[src/rtl/st_event_scheduler.sv]
// st_event_scheduler: timestamps detector edges, rate-limits them and queues one event per cycle round-robin
module st_event_scheduler #(
  parameter int NCH     = 4,
  parameter int TS_W    = 16,
  parameter int HOLDOFF = 1000,
  parameter int DEPTH   = 8
) (
  input  logic                   clk,
  input  logic                   rst_n,
  input  logic [NCH-1:0]         det_in,
  input  logic                   clr,
  output logic                   ev_valid,
  input  logic                   ev_ready,
  output logic [$clog2(NCH)-1:0] ev_chan,
  output logic [TS_W-1:0]        ev_ts,
  output logic                   ev_ovf,
  output logic [NCH-1:0]         fault_flag,
  output logic [7:0]             drop_cnt
);
  localparam int CW = $clog2(NCH);
  localparam int HW = $clog2(HOLDOFF + 1);
  localparam int AW = $clog2(DEPTH);
  localparam int EW = CW + TS_W + 1;

  logic [TS_W-1:0] ts;
  logic [NCH-1:0]  det_q, pend, ovf, rise, gsel, merge;
  logic [TS_W-1:0] ts_c [NCH];
  logic [HW-1:0]   hold [NCH];
  logic [CW-1:0]   nxt, gidx;
  logic            gnt, full, pop;
  logic [8:0]      drop_sum;
  logic [EW-1:0]   mem [DEPTH];
  logic [EW-1:0]   push_d, head_n;
  logic [AW-1:0]   rd, wr, rd_n;
  logic [AW:0]     cnt, cnt_n;

  assign rise     = det_in & ~det_q;
  assign full     = cnt == (AW+1)'(DEPTH);
  assign pop      = ev_valid & ev_ready;
  assign gsel     = gnt ? NCH'(1) << gidx : '0;
  assign merge    = rise & pend & ~gsel;
  assign drop_sum = {1'b0, drop_cnt} + 9'($countones(merge));
  assign push_d   = {gidx, ts_c[gidx], ovf[gidx]};
  assign rd_n     = rd + AW'(pop);
  assign cnt_n    = cnt + (AW+1)'(gnt) - (AW+1)'(pop);
  assign head_n   = cnt == (AW+1)'(pop) ? push_d : mem[rd_n];

  // Round-robin pick: scan from the far end so the channel nearest nxt wins
  always_comb begin
    gnt  = 1'b0;
    gidx = '0;
    for (int k = NCH - 1; k >= 0; k--)
      if (pend[(int'(nxt) + k) % NCH] && !full && !clr) begin
        gnt  = 1'b1;
        gidx = CW'((int'(nxt) + k) % NCH);
      end
  end

  // Per-channel capture, merge and holdoff state; a channel in its grant cycle ignores its own rise
  always_ff @(posedge clk or negedge rst_n)
    if (!rst_n) begin
      ts         <= '0;
      det_q      <= '0;
      pend       <= '0;
      ovf        <= '0;
      nxt        <= '0;
      fault_flag <= '0;
      drop_cnt   <= '0;
      for (int i = 0; i < NCH; i++) begin
        ts_c[i] <= '0;
        hold[i] <= '0;
      end
    end else begin
      ts    <= ts + 1'b1;
      det_q <= det_in;
      if (clr) begin
        pend       <= '0;
        ovf        <= '0;
        fault_flag <= '0;
        drop_cnt   <= '0;
        for (int i = 0; i < NCH; i++) hold[i] <= '0;
      end else begin
        fault_flag <= fault_flag | rise;
        drop_cnt   <= drop_sum[8] ? 8'hff : drop_sum[7:0];
        if (gnt) nxt <= CW'((int'(gidx) + 1) % NCH);
        for (int i = 0; i < NCH; i++)
          if (gsel[i]) begin
            pend[i] <= 1'b0;
            hold[i] <= HW'(HOLDOFF);
          end else if (hold[i] != '0) hold[i] <= hold[i] - 1'b1;
          else if (rise[i] && pend[i]) ovf[i] <= 1'b1;
          else if (rise[i]) begin
            pend[i] <= 1'b1;
            ts_c[i] <= ts;
            ovf[i]  <= 1'b0;
          end
      end
    end

  // Event FIFO with a registered head that keeps its last contents while empty
  always_ff @(posedge clk or negedge rst_n)
    if (!rst_n) begin
      rd       <= '0;
      wr       <= '0;
      cnt      <= '0;
      ev_valid <= 1'b0;
      ev_chan  <= '0;
      ev_ts    <= '0;
      ev_ovf   <= 1'b0;
      for (int i = 0; i < DEPTH; i++) mem[i] <= '0;
    end else if (clr) begin
      rd       <= '0;
      wr       <= '0;
      cnt      <= '0;
      ev_valid <= 1'b0;
    end else begin
      if (gnt) begin
        mem[wr] <= push_d;
        wr      <= wr + 1'b1;
      end
      rd       <= rd_n;
      cnt      <= cnt_n;
      ev_valid <= cnt_n != '0;
      if (cnt_n != '0) {ev_chan, ev_ts, ev_ovf} <= head_n;
    end
endmodule

[config.mk]
export PLATFORM = sky130hd
export DESIGN_NAME = st_event_scheduler
export DESIGN_NICKNAME = d
export VERILOG_FILES = /design/src/rtl/st_event_scheduler.sv
export SDC_FILE = /design/constraint.sdc
export NUM_CORES = 1
export LEC_CHECK = 0
export ABC_AREA = 1
export CORE_MARGIN = 5
export CORE_UTILIZATION = 60
export CTS_BUF_LIST = sky130_fd_sc_hd__clkbuf_8
export DETAILED_ROUTE_END_ITERATION = 8
export PLACE_DENSITY = 0.76
export SLEW_MARGIN = 20
export SYNTH_ARGS = -nofsm -noshare
export SYNTH_HDL_FRONTEND = slang
export SYNTH_SLANG_ARGS = --single-unit
[constraint.sdc]
create_clock -name clk -period 8.55 [get_ports clk]
set_clock_uncertainty 0.1 [all_clocks]
set_input_delay 1.71 -clock clk [delete_from_list [all_inputs] [get_ports clk]]
set_output_delay 1.71 -clock clk [all_outputs]
set_load 0.005 [all_outputs]
==> summary.md <==
| Metric | Value |
|---|---|
| Sw Pwr | `0.00287 W` |
| Net count reported at finish | `1,808` |
| Overflow left after global routing | `0` |
| Post-synthesis instance area | `15,200 um^2` |
| Number of cell instances on the worst register-to-register path | `23` |
| Horizontal die dimension | `169 um` |
| Class of the most critical hold timing path | `reg -> reg` |
| # setup viols final | `0` |
| WHS | `0.379 ns` |
| Shortest clock period the worst path allows after layout | `6.45 ns` |
| Critical-path cell with the highest stage delay | `sky130_fd_sc_hd__nand3_4` |
| Data required time of the worst path | `8.95 ns` |
| Clock Path Buffers | `3` |
| Most frequent standard cell in the layout excluding fill and tap cells | `sky130_fd_sc_hd__nand2_1` |
| Critical Path Start Type | `input port` |
| VDD IR max | `0.000271 V` |
| Clock Root Buffer | `sky130_fd_sc_hd__clkbuf_8` |
| Num rows | `58` |
| Area overhead of the layout relative to synthesis | `10.6%` |
| Worst Path Max Fanout | `46` |
| Xor and xnor fraction of the mapped netlist area | `0.0241` |
| Ratio of routed vias to standard cells | `5.76` |
| Outcome | `finished, final reports clean` |
| Hold path cells | `2` |
| Mux cell area share after synthesis | `0` |
| Net Sw Frac | `0.442` |
| DRC violations left | `0` |
| Floorplan die area | `28,700 um^2` |
| Worst skew pair latency | `0.58 ns` |
| Endpoint kind of the worst setup timing path | `register` |
| Placed wire-length estimate | `22.6 mm` |
| H-Tree Level Count | `2` |
| Fin. Hold Viols | `0` |
| Slowest Stage Delay on Critical Path | `0.55 ns` |
| GR Util All Layers | `0.255` |
| FF+latch count, synth | `328` |
| Count of unique library cells instantiated by Yosys | `43` |
| Vias in the first global route | `11,900` |
| Setup Buffers After CTS | `0` |
| Fin crit share | `0.754` |
| Largest net degree at the start of global routing | `128` |
| Power share of the clock group | `0.207` |
| Core footprint | `25,100 um^2` |
| Unrepaired setup endpoints after global routing | `false` |
| 1st-pass router iterations | `7` |
| Post-synthesis sequential area ratio | `0.538` |
| Via count | `12,400` |
| Crit path DAT | `6.85 ns` |
| Adder-cell share of the synthesized area | `0.0192` |
| Critical setup path kind | `in -> reg` |
| Final weighted congestion in routability-driven placement | `0.863` |
| Leakage power summed over all cells | `7.91 nW` |
| TNS Setup | `0 ns` |
| I/O pin cnt | `40` |
| Die boundary height | `169 um` |
| Relative contribution of combinational cells to total power | `0.443` |
| Layout cell share with drive strength beyond 1 | `0.0764` |
| Internal power | `0.00363 W` |
| Cells traversed along the worst timing path | `clkdlybuf4s50_1 -> a21oi_4 -> nand3_2 -> inv_2 -> nand2_2 -> nand3_2 -> nand3_4 -> ha_1 -> nand2_2 -> nand2_1 -> fa_1 -> fa_1 -> inv_1 -> fa_1 -> nand3_1 -> nor3b_1 -> nand2_1 -> nor2_1 -> inv_1 -> o21ai_0 -> o21ai_0 -> inv_1` |
| Total clock buffers created by CTS | `53` |
| Mean routed wirelength per cell | `17.0 um` |
| TritonCTS clock tree | `built` |
| First-iteration detailed-routing DRC count | `1,283` |
| Worst-margin pin slew | `1.04 ns` |
| Antenna diode count | `0` |
| Post-cts sizing count | `0` |
| Synthesized-area fraction occupied by ao, oa, aoi and oai cells | `0.154` |
| Synth warnings | `0` |
| Max-slew violation count | `0` |
| Fillers | `2,077` |
| Antenna Nets Post-Route | `0` |
| Post-Synth Simple-Gate Area | `0.202` |
| First-pass GRT wire length | `60.2 mm` |
| Headroom to the max-slew limit | `0.309` |
| Number of antenna violations at the first check in global routing | `0` |
| Fmax | `0.155 GHz` |
| Max-capacitance violation count | `0` |
| Count of buffers from port buffering | `39` |
| Sinks on the clock net | `328` |
| Total power per unit cell area | `386 nW/um^2` |
| Number of nets produced by synthesis | `1,795` |
| Register share of total power | `0.351` |
| Commonest cells after routing, fill and taps aside | `375 x sky130_fd_sc_hd__nand2_1, 328 x sky130_fd_sc_hd__dfrtp_1, 283 x sky130_fd_sc_hd__o21ai_0` |
| Effective utilization at floorplan | `0.607` |
| Register clock-pin slew on the reported worst setup and hold paths | `0.06 ns` |
| Count of hold buffers inserted by post-cts repair | `0` |
| Main combinational cell family by area after synthesis | `simple AND/OR/NAND/NOR gates` |
| Number of standard cells after synthesis | `1,766` |
| Per-instance average area after synthesis | `8.64 um^2` |
| Routed wire length | `36.5 mm` |
==> area by class of cell <==
cell class,count,area (um^2),share of cell area
Sequential cell,328,8210,0.487
Multi-Input combinational cell,1212,6130,0.364
Clock buffer,71,977,0.0579
Timing Repair Buffer,62,572,0.0339
Inverter,122,463,0.0274
Tap cell,330,413,0.0245
Clock inverter,24,101,0.00601
==> cell families after synthesis <==
group / count (synthesis)
buf+inv: 226
simple gates: 717
fa+ha+maj: 21
compound gates: 432
xor+xnor: 42
flops: 328
==> per-layer routing <==
metal  share of wire  global-route usage  up-vias
li1                -                   -     5927
met1            0.45               0.366     6004
met2            0.48               0.416      384
met3           0.053              0.0328       63
met4           0.018              0.0683        0
met5               0                   0        -
==> sequential cells by signal, indices dropped and copies added (netlist names) <==
| name | cells |
|---|---|
| mem | 152 |
| ts_c | 64 |
| hold | 40 |
| ev_ts | 16 |
| ts | 16 |
| drop_cnt | 8 |
| cnt | 4 |
| det_q | 4 |
| fault_flag | 4 |
| ovf | 4 |
| pend | 4 |
| rd | 3 |
| wr | 3 |
| ev_chan | 2 |
| nxt | 2 |
| ev_ovf | 1 |
| ev_valid | 1 |
==> synth_stat cells (all sizes together) <==
cell / number / share of area
a211oi: 8 / 0.0039
a21o: 1 / 0.00049
a21oi: 40 / 0.014
a31oi: 3 / 0.0012
a41oi: 1 / 0.00057
buf: 51 / 0.018
clkbuf: 53 / 0.013
clkinv: 1 / 0.00025
dfrtp: 328 / 0.54
fa: 4 / 0.0053
ha: 17 / 0.014
inv: 121 / 0.030
nand2: 387 / 0.098
nand3: 103 / 0.038
nand4: 39 / 0.017
nor2: 163 / 0.041
nor3: 20 / 0.0069
nor3b: 1 / 0.00049
nor4: 1 / 0.00041
o211ai: 17 / 0.0084
o21ai: 323 / 0.11
o221ai: 21 / 0.012
o22ai: 17 / 0.0070
o32ai: 1 / 0.00057
or2: 1 / 0.00041
or3: 2 / 0.00082
xnor2: 9 / 0.0052
xor2: 33 / 0.019
==> final timing paths <==
path / slack, ns / from / to
worst min register to register: 0.38 / mem[103] / mem[103]
worst max register to register: 3.06 / cnt[2] / drop_cnt[5]
max in group asynchronous: 5.62 / rst_n / mem[71]
worst max-delay path: 2.10 / clr / drop_cnt[5]
worst min-delay path: 0.38 / mem[103] / mem[103]
min in group asynchronous: 1.10 / rst_n / mem[92]
==> critical path, delay by kind of cell <==
kind                     cells  cell delay, ns
AND/OR/NAND/NOR             10            2.31
buffers and inverters        5            0.83
AO/OA/AOI/OAI                3            0.44
adder cells (fa/ha/maj)      4            1.53
==> stage by stage <==
step,cells,total power [W],util,worst slack [ns],cell area (um^2)
after global routing,2149,0.00700,0.672,1.78,16900
after floorplan,1766,0.00429,-,3.06,15200
after global placement,2054,0.00506,0.629,1.66,15800
after detailed placement,2054,0.00515,0.629,1.57,15800
final,2149,0.00650,0.672,2.10,16900
after CTS,2149,0.00650,0.671,2.15,16900
==> power groups by stage <==
| stage | combinational, W | clock [W] | sequential [W] |
|---|---|---|---|
| final | 0.00288 | 0.00134 | 0.00228 |
| after global routing | 0.00323 | 0.00144 | 0.00233 |
| after CTS | 0.00286 | 0.00137 | 0.00228 |
| after detailed placement | 0.00285 | 0 | 0.00230 |
| after global placement | 0.00277 | 0 | 0.00228 |
| after floorplan | 0.00208 | 0 | 0.00221 |
(Power assumes the default switching activity.)
